===== config.mk =====
export PLATFORM = sky130hd
export DESIGN_NAME = dec_pipe
export DESIGN_NICKNAME = d
export VERILOG_FILES = /design/src/rtl/dec_pipe_pkg.sv /design/src/rtl/dec_pipe_core.sv /design/src/rtl/dec_pipe.sv
export SDC_FILE = /design/constraint.sdc
export NUM_CORES = 1
export LEC_CHECK = 0
export CORE_AREA = 2 2 39 41
export CTS_BUF_LIST = sky130_fd_sc_hd__clkbuf_16
export CTS_CLUSTER_DIAMETER = 100
export DETAILED_ROUTE_END_ITERATION = 10
export DIE_AREA = 0 0 41 43
export SLEW_MARGIN = 20
export SYNTH_ARGS = -nofsm -noshare
export SYNTH_HDL_FRONTEND = slang
export SYNTH_SLANG_ARGS = --single-unit

===== constraint.sdc =====
create_clock -name clk -period 0.85 [get_ports clk]
set_input_delay 0.2125 -clock clk [delete_from_list [all_inputs] [get_ports clk]]
set_output_delay 0.2125 -clock clk [all_outputs]
set_load 0.01 [all_outputs]

===== src/rtl/dec_pipe_pkg.sv =====
// Shared types for the registered select decoder: decode modes and the upper
// bound on the number of decoded lines.
package dec_pipe_pkg;

    typedef enum logic [1:0] {
        MODE_ONEHOT  = 2'd0,
        MODE_THERM   = 2'd1,
        MODE_ONECOLD = 2'd2,
        MODE_BCAST   = 2'd3
    } dec_mode_t;

    localparam int DEC_MAX_OUT = 64;

endpackage


===== src/rtl/dec_pipe_core.sv =====
// Purpose: combinational select decoder (onehot/therm/onecold/bcast) with range check.
// Latency: 0 cycles, purely combinational.
// Backpressure: none; the caller owns the handshake.
module dec_pipe_core
    import dec_pipe_pkg::*;
#(
    parameter  int NUM_OUT = 3,
    localparam int SEL_W   = $clog2(NUM_OUT)
) (
    input  logic [SEL_W-1:0]   sel,
    input  logic               dis,
    input  dec_mode_t          mode,
    output logic [NUM_OUT-1:0] dec,
    output logic               err
);

    always_comb begin
        dec = '0;
        err = 1'b0;
        if (dis) begin
            dec = '0;
        end else if (int'(sel) >= NUM_OUT) begin
            // Only reachable when NUM_OUT is not a power of two.
            err = 1'b1;
        end else begin
            for (int i = 0; i < NUM_OUT; i++) begin
                case (mode)
                    MODE_ONEHOT:  dec[i] = (i == int'(sel));
                    MODE_THERM:   dec[i] = (i <= int'(sel));
                    MODE_ONECOLD: dec[i] = (i != int'(sel));
                    default:      dec[i] = 1'b1;
                endcase
            end
        end
    end

endmodule


===== src/rtl/dec_pipe.sv =====
// Purpose: registered select decoder with valid/ready handshake; DEC_PIPE_HIT_CNT_EN adds per-line hit counters.
// Latency: 1 cycle from accept to out_valid; 1 beat/cycle with out_ready high.
// Backpressure: in_ready = !out_valid || out_ready; output held stable while stalled.
module dec_pipe
    import dec_pipe_pkg::*;
#(
    parameter  int NUM_OUT = 3,
    parameter  int CNT_W   = 8,
    localparam int SEL_W   = $clog2(NUM_OUT)
) (
    input  logic                     clk,
    input  logic                     rst,
    input  logic                     in_valid,
    output logic                     in_ready,
    input  logic [SEL_W-1:0]         in_sel,
    input  logic                     in_dis,
    input  dec_mode_t                in_mode,
    output logic                     out_valid,
    input  logic                     out_ready,
    output logic [NUM_OUT-1:0]       out_dec,
    output logic                     out_err
`ifdef DEC_PIPE_HIT_CNT_EN
    ,
    output logic [NUM_OUT*CNT_W-1:0] hit_cnt
`endif
);

    if (NUM_OUT < 2 || NUM_OUT > DEC_MAX_OUT || CNT_W < 1) begin : g_bad_param
        $error("dec_pipe: NUM_OUT must be 2..DEC_MAX_OUT and CNT_W >= 1");
    end

    logic [NUM_OUT-1:0] core_dec;
    logic               core_err;
    logic               accept;
    logic               pop;

    dec_pipe_core #(.NUM_OUT(NUM_OUT)) u_core (
        .sel  (in_sel),
        .dis  (in_dis),
        .mode (in_mode),
        .dec  (core_dec),
        .err  (core_err)
    );

    assign in_ready = !out_valid || out_ready;
    assign accept   = in_valid && in_ready;
    assign pop      = out_valid && out_ready;

    // On pop without push only out_valid drops; out_dec/out_err keep their value.
    always_ff @(posedge clk or posedge rst) begin
        if (rst) begin
            out_valid <= 1'b0;
            out_dec   <= '0;
            out_err   <= 1'b0;
        end else if (accept) begin
            out_valid <= 1'b1;
            out_dec   <= core_dec;
            out_err   <= core_err;
        end else if (pop) begin
            out_valid <= 1'b0;
        end
    end

`ifdef DEC_PIPE_HIT_CNT_EN
    for (genvar i = 0; i < NUM_OUT; i++) begin : g_hit
        logic [CNT_W-1:0] cnt;

        // Saturating; error beats carry an all-zero vector but are excluded explicitly.
        always_ff @(posedge clk or posedge rst) begin
            if (rst) begin
                cnt <= '0;
            end else if (pop && !out_err && out_dec[i] && (cnt != '1)) begin
                cnt <= cnt + 1'b1;
            end
        end

        assign hit_cnt[i*CNT_W +: CNT_W] = cnt;
    end
`endif

endmodule


==> results of run 1 <==
## repair_timing
| item | 4_1_cts | 5_1_grt |
|---|---|---|
| hold endpoints to repair | 0 | 0 |
| buffers inserted | 0 | 1 |
| setup endpoints to repair | 11 | 11 |
| resized for setup | 31 | 0 |
## state kept, by name, indices dropped and copies added, names as in the netlist
register	cells
out_err	1
out_valid	1
out_dec	3
## critical path: stages, from the launching register on
cell and delay (ns):
dfrtp_1 0.39, nand2b_4 0.09, buf_6 0.10, nand2_4 0.04
mux2_4 0.29
## layout make-up
cell class	count	area share, %
Clock buffer	3	14.7
Clock inverter	1	0.733
Inverter	1	0.733
Multi-Input combinational cell	18	28.6
Sequential cell	5	24.4
Tap cell	16	3.91
Timing Repair Buffer	17	26.9
## stage by stage
step	utilization [%]	TNS [ns]	hold slack, ns
after global placement	32.1	-4.17	0.419
after CTS	36.4	-1.44	0.190
after floorplan	-	-0.257	-0.00898
final	37.0	-1.35	0.182
after global routing	37.0	-1.73	0.219
after detailed placement	32.1	-4.25	0.428
## cell usage after synthesis (all sizes together)
cell type	number	area share, %
dfrtp	5	47
mux2	1	5.6
o21ai	1	1.9
nand3b	2	5.6
or2b	1	2.8
o2bb2ai	3	9.8
nor2	1	1.4
inv	1	1.4
o21a	1	2.8
nand4b	1	3.3
a211o	1	3.3
nor3	2	3.7
nand2b	1	5.1
nand2	3	7.0
## worst max-delay path by stage
| stage | start | endpoint | slack (ns) |
|---|---|---|---|
| after global placement | out_ready | in_ready | -0.66 |
| after floorplan | out_valid | out_err | -0.16 |
| after detailed placement | out_ready | in_ready | -0.68 |
| after CTS | out_valid | out_err | -0.19 |
| final | out_valid | out_err | -0.18 |
| after global routing | out_valid | out_dec[2] | -0.22 |
## power by group
| part | internal (mW) | switching (mW) | total, mW |
|---|---|---|---|
| Clock | 0.608 | 0.145 | 0.754 |
| Sequential | 0.264 | 0.0139 | 0.278 |
| Combinational | 0.104 | 0.0754 | 0.179 |
| Total | 0.976 | 0.235 | 1.21 |
## cells in the final DEF (no fill, tap or decap)
cell / Yosys / final
clkbuf_16: 0 / 3
nor3_1: 2 / 2
buf_6: 0 / 2
mux2_4: 1 / 1
nand2_1: 2 / 2
nand2_4: 1 / 1
nand4b_1: 1 / 1
nor2_1: 1 / 1
clkdlybuf4s50_1: 0 / 4
nand3b_1: 2 / 2
o21a_1: 1 / 1
nand2b_4: 1 / 1
inv_1: 1 / 2
o2bb2ai_1: 3 / 2
o21ai_0: 1 / 1
buf_4: 0 / 2
o2bb2ai_2: 0 / 1
or2b_1: 1 / 1
dlygate4sd2_1: 0 / 4
dfrtp_1: 5 / 5
buf_2: 0 / 5
a211o_1: 1 / 1
## routing by layer
layer	wire length, µm	vias up	share of wire, %
li1	-	129	-
met1	235	107	40
met2	273	10	46
met3	60	3	10
met4	23	0	3.9
met5	0	-	0
## cells by family (layout without fill, tap and decap cells)
| group | after synthesis | after routing |
|---|---|---|
| AO/OA/AOI/OAI | 6 | 6 |
| multiplexers | 1 | 1 |
| flip-flops | 5 | 5 |
| buffers and inverters | 1 | 22 |
| AND/OR/NAND/NOR | 11 | 11 |
==> impl_summary.txt, run 1 <==
----------------------------------------------------
[Outcome]
  Result of the run ... complete, but fails checks
  Violated checks ... negative setup slack

[Global route]
  Via count of the first global-routing pass ... 251
  Met3 track demand over resource in global routing ... 4.71%
  Layer with the highest usage after global routing ... met2
  Number of antenna violations at the first check in global routing ... 0
  M1 GR Usage ... 8.20%
  Overall overflow remaining after global route ... 0
  Wire length of the first global-routing pass ... 931 µm
  GRT Resource Usage Total ... 8.79%
  Met2 Usage GRT ... 11.9%
  Maximum number of pins on one net before global-route repair ... 7

[Worst setup path]
  RR Endpoint ... out_err
  Peak fanout along the critical path ... 3
  Data required time at the worst endpoint ... 0.96 ns
  Register-to-Register Path Depth ... 4
  Data arrival time of the critical path ... 1.14 ns
  Critical path capture point type ... flip-flop
  Worst R2R Setup Slack ... -0.18 ns
  Launching point of the worst reg2reg path ... out_valid
  Setup CP Type ... flip-flop to flip-flop
  Critical Path Source Type ... flip-flop

[STA]
  Post-route minimum period ... 1.03 ns
  Fin worst setup slack ... -0.181 ns
  Slew Viols, Final ... 0
  Highest achievable clock rate ... 0.970 GHz
  Clk_skew ... 0.00118 ns
  Setup repair after global routing missed its margin ... yes
  Setup violators final ... 11
  Count of endpoints failing hold in the final timing report ... 0
  Crit share post-route ... 121%
  Max_slew headroom ... 84.7%
  Worst Tran Pin Value ... 0.227 ns

[Yosys]
  Post-synthesis net count ... 33
  Main combinational cell family by area after synthesis ... simple AND/OR/NAND/NOR gates
  Number of distinct library cell variants in the gate-level netlist after synthesis ... 15
  Synthesized area per cell ... 11.2 µm²
  Netlist area before placement ... 269 µm²
  Yosys synthesis warning count ... 0
  Xor and xnor area share after synthesis ... 0%
  Area fraction in compound gates after synthesis ... 17.7%
  Cells after synthesis ... 24
  Simple-Gate Fraction of Synth Area ... 28.8%
  Seq cells post-synth ... 5
  Adder-cell share of the synthesized area ... 0%
  Register area share after synthesis ... 46.5%
  Fraction of synthesized area in multiplexers ... 5.58%

[Route]
  Detailed Route Iter0 Violations ... 0
  Via Count ... 249
  Post-detailed-route count of antenna-violating nets ... 0
  Router iterations before antenna repair ... 1
  Aggregate routed wire length ... 592 µm
  Drt via density ... 4.08
  Remaining DRCs ... 0
  WL per Instance ... 9.70 µm

[Die]
  Die width ... 41 µm
  Number of placed I/O pins ... 15
  Die Y ... 43 µm
  Initial Util ... 19.4%
  Die Footprint ... 1760 µm²
  Placement Rows ... 14
  CORE AREA ... 1380 µm²

[CTS]
  Number of buffers created by CTS ... 3
  Clock Latency Late Sink ... 0.23 ns
  CTS clk-pin slew, worst paths ... 0.03 ns
  Clock buffer depth ... 2
  Clock tree from TritonCTS ... done
  Hold-fix buffers at CTS ... 0
  Clk sinks ... 5
  H-Tree Level Count ... 1
  Cell chosen for the clock root ... clkbuf_16

[Finish]
  Fill cell total of the finished layout ... 140
  Ratio of cells with drive above 1 in the final layout ... 35.6%
  Multi-input gate area ... 146 µm²
  Final std cells w/o fill ... 61
  Final design area excluding fillers ... 512 µm²
  Area overhead of the layout relative to synthesis ... 90.2%
  Reg area ... 125 µm²
  Number of inserted diodes ... 0
  Net count reported at finish ... 55

[Power]
  Pwr Density ... 2370 nW/µm²
  Tot Pwr ... 1.21 mW
  Max IR drop VDD ... 1.44 mV
  Leak Pwr ... 0.250 nW

[Placed design]
  Number of buffers added on ports ... 14
  Placement-stage cell area ... 444 µm²
  Detailed placement HPWL ... 450 µm
  Dpl cells ... 56
  Weighted congestion at the end of routability-driven global placement ... 0.648
  Worst setup slack after placement ... -0.681 ns

[Hold path]
  Worst hold path type ... input port to asynchronous set/reset pin

[Flow run]
  Max-Cap Viols ... 0

----------------------------------------------------
No activity file was read; power rests on OpenSTA's default activity.
==> run 2: changes to the inputs <==
--- a/config.mk
+++ b/config.mk
@@ -11,4 +11,5 @@
 export DETAILED_ROUTE_END_ITERATION = 10
 export DIE_AREA = 0 0 41 43
+export MAX_ROUTING_LAYER = met4
 export SLEW_MARGIN = 20
 export SYNTH_ARGS = -nofsm -noshare
==> constraint.sdc (replaced) <==
create_clock -name clk -period 0.85 [get_ports clk]
set_input_delay 0.2125 -clock clk [delete_from_list [all_inputs] [get_ports clk]]
set_output_delay 0.2125 -clock clk [all_outputs]
set_load 0.05 [all_outputs]
==> run 2 against run 1 <==
  * The run still ends with negative setup slack left
  * Final area rose by 21%
  * Sequential power grew 5%
  * Largest power group unchanged
  * Clock skew about the same
  * Cell count is 1.6% higher
  * Combinational power is 110% higher
  * Global-route usage shrank 0.61 points
  * Clock power down 2%
==> impl_summary.txt, run 2 (synthesis results as in run 1) <==
----------------------------------------------------
[Finish]
  Final design area excluding fillers ... 618 µm² (+21%)
  Commonest cells after routing, fill and taps aside ... buf_12 (7), dlygate4sd2_1 (6), dfrtp_1 (4)
  Ratio of cells with drive above 1 in the final layout ... 39.1% (+3.6 points)
  Top flop regs ... out_dec x3, out_err x1, out_valid x1
  Flip-flop count of the largest register, all copies and words added ... 3 (unchanged)
  Largest reg by FF count ... out_dec
  Area overhead of the layout relative to synthesis ... 130%
  Net count reported at finish ... 56 (+1.8%)
  Leading cell type in the layout, fill and taps excluded ... buf_12
  Final std cells w/o fill ... 62 (+1.6%)
  Number of inserted diodes ... 0 (unchanged)
  Fill cell total of the finished layout ... 122 (-13%)

[Route]
  Drt via density ... 4.11 (+0.76%)
  Post-detailed-route count of antenna-violating nets ... 0 (unchanged)
  Detailed Route Iter0 Violations ... 1 (+1)
  Router iterations before antenna repair ... 2 (+1)
  Aggregate routed wire length ... 580 µm (-2.0%)
  Remaining DRCs ... 0 (unchanged)
  WL per Instance ... 9.35 µm (-3.6%)
  Via Count ... 255 (+2.4%)

[Global route]
  GRT Resource Usage Total ... 8.18% (-0.61 points)
  Overall overflow remaining after global route ... 0 (unchanged)
  Number of antenna violations at the first check in global routing ... 0 (unchanged)
  Maximum number of pins on one net before global-route repair ... 7 (unchanged)
  Via count of the first global-routing pass ... 259 (+3.2%)
  Wire length of the first global-routing pass ... 972 µm (+4.4%)

[Placed design]
  Weighted congestion at the end of routability-driven global placement ... 0.686 (+5.9%)
  Number of buffers added on ports ... 14 (unchanged)
  Worst setup slack after placement ... -0.442 ns (+0.239 ns)
  Dpl cells ... 56 (unchanged)
  Placement-stage cell area ... 505 µm² (+14%)

[CTS]
  H-Tree Level Count ... 1 (unchanged)
  Cell chosen for the clock root ... clkbuf_16
  Clock tree from TritonCTS ... done
  Clock Latency Late Sink ... 0.22 ns (about the same)
  Number of buffers created by CTS ... 3 (unchanged)
  Clock buffer depth ... 2 (unchanged)
  CTS clk-pin slew, worst paths ... 0.03 ns (about the same)
  Clk sinks ... 5 (unchanged)

[Outcome]
  Result of the run ... complete, but fails checks
  Violated checks ... negative setup slack

[STA]
  Post-route minimum period ... 1.11 ns (+0.0799 ns)
  Setup repair after global routing missed its margin ... yes
  Fin worst setup slack ... -0.261 ns (-0.0799 ns)
  Slew Viols, Final ... 0 (unchanged)
  Crit share post-route ... 131% (+9.4 points)
  Highest achievable clock rate ... 0.900 GHz (-7.2%)
  Hold slack ... 0.184 ns (+0.00225 ns)
  Setup violators final ... 11 (unchanged)
  Clk_skew ... 0.000797 ns (-0.000386 ns)
  Worst Tran Pin Value ... 0.185 ns (-0.0419 ns)
  Max_slew headroom ... 87.6% (+2.9 points)
  Count of endpoints failing hold in the final timing report ... 0 (unchanged)

[Worst setup path]
  Data required time at the worst endpoint ... 0.64 ns (-0.32 ns)
  Critical path capture point type ... primary output
  Category of cells accounting for the largest share of critical-path delay ... flip-flops
  Setup CP Type ... flip-flop to primary output
  Data arrival time of the critical path ... 0.90 ns (-0.24 ns)
  Peak fanout along the critical path ... 2 (-1)
  Launching point of the worst reg2reg path ... out_valid
  Sequence of cells on the critical path ... buf_6 -> buf_12
  CP peak stage delay ... 0.42 ns (+0.03 ns)
  Source of the critical timing path ... out_valid
  Bufs and invs on worst path ... 2 (+1)
  Cell type of the slowest stage on the worst timing path ... dfrtp_2
  Critical Path Source Type ... flip-flop

[Power]
  Leak Pwr ... 0.289 nW (+15%)
  Max IR drop VDD ... 1.37 mV (-4.8%)
  Pwr Density ... 2260 nW/µm² (-4.4%)

[Hold path]
  Worst hold path type ... input port to asynchronous set/reset pin

[Die]
  Number of placed I/O pins ... 15 (unchanged)
  Placement Rows ... 14 (unchanged)
  CORE AREA ... 1380 µm² (unchanged)
  Die Footprint ... 1760 µm² (unchanged)
  Die Y ... 43 µm (unchanged)
  Initial Util ... 19.4% (unchanged)
  Die width ... 41 µm (unchanged)

[Flow run]
  Max-Cap Viols ... 0 (unchanged)

----------------------------------------------------
-- run 2: changes by cell type in the layout (fill, tap and decap cells not counted) --
cell / delta
dfrtp_2: +1
dfrtp_1: -1
buf_2: -5
clkdlybuf4s50_1: -2
buf_4: -1
dlygate4sd2_1: +2
buf_12: +7
-- run 2: per-layer routing --
| layer | wire length (µm) | vias to the layer above | GRT usage, % |
|---|---|---|---|
| met3 | 32 | 0 | 0 |
| met2 | 274 | 6 | 11.9 |
| li1 | - | 134 | - |
| met4 | 0 | 0 | 6.00 |
| met5 | 0 | - | - |
| met1 | 273 | 115 | 10.5 |
-- run 2: worst register-to-register path, stage by stage (launching register included) --
cell and delay [ns]:
dfrtp_2 0.42, nand2b_4 0.10, buf_12 0.10, nand2_4 0.04, mux2_4 0.29
-- run 2: layout make-up --
type | instances | area [µm²] | area share (%)
multi-input cells | 18 | 146 | 23.7
inverters | 1 | 3.75 | 0.607
well taps | 16 | 20.0 | 3.24
flip-flops and latches | 5 | 126 | 20.4
repair buffers | 18 | 243 | 39.3
clock buffers | 3 | 75.1 | 12.1
clock inverters | 1 | 3.75 | 0.607
-- run 2: stage by stage --
step | util [%] | total power, mW | setup TNS (ns)
floorplan | - | 0.441 | -1.49
global placement | 36.5 | 0.642 | -2.35
detailed placement | 36.5 | 0.643 | -2.40
CTS | 43.7 | 1.40 | -1.95
global route | 44.7 | 1.45 | -2.28
finish | 44.7 | 1.40 | -1.89
-- run 2: worst paths after layout --
| path | slack, ns | depth (start not counted) | to |
|---|---|---|---|
| hold reg to reg | 0.56 | 1 | out_dec[0] |
| setup / recovery | -0.26 | 2 | out_valid |
| max in group asynchronous | 0.49 | 2 | out_valid |
| setup reg to reg | -0.23 | 4 | out_err |
| hold / removal | 0.18 | 2 | out_err |
| min in group clk | 0.43 | 2 | out_valid |
-- run 2: repair_timing --
action                                  in CTS  in global routing
hold buffers                                 0                  0
setup buffers                                1                  1
gates resized for setup                      8                  1
pin swaps                                    1                  0
endpoints found under the setup margin      11                 11
-- run 2: power breakdown --
group | internal (mW) | switching [mW] | total, mW
clock | 0.607 | 0.131 | 0.738
sequential | 0.265 | 0.0266 | 0.292
combinational | 0.197 | 0.171 | 0.368
total | 1.07 | 0.329 | 1.40
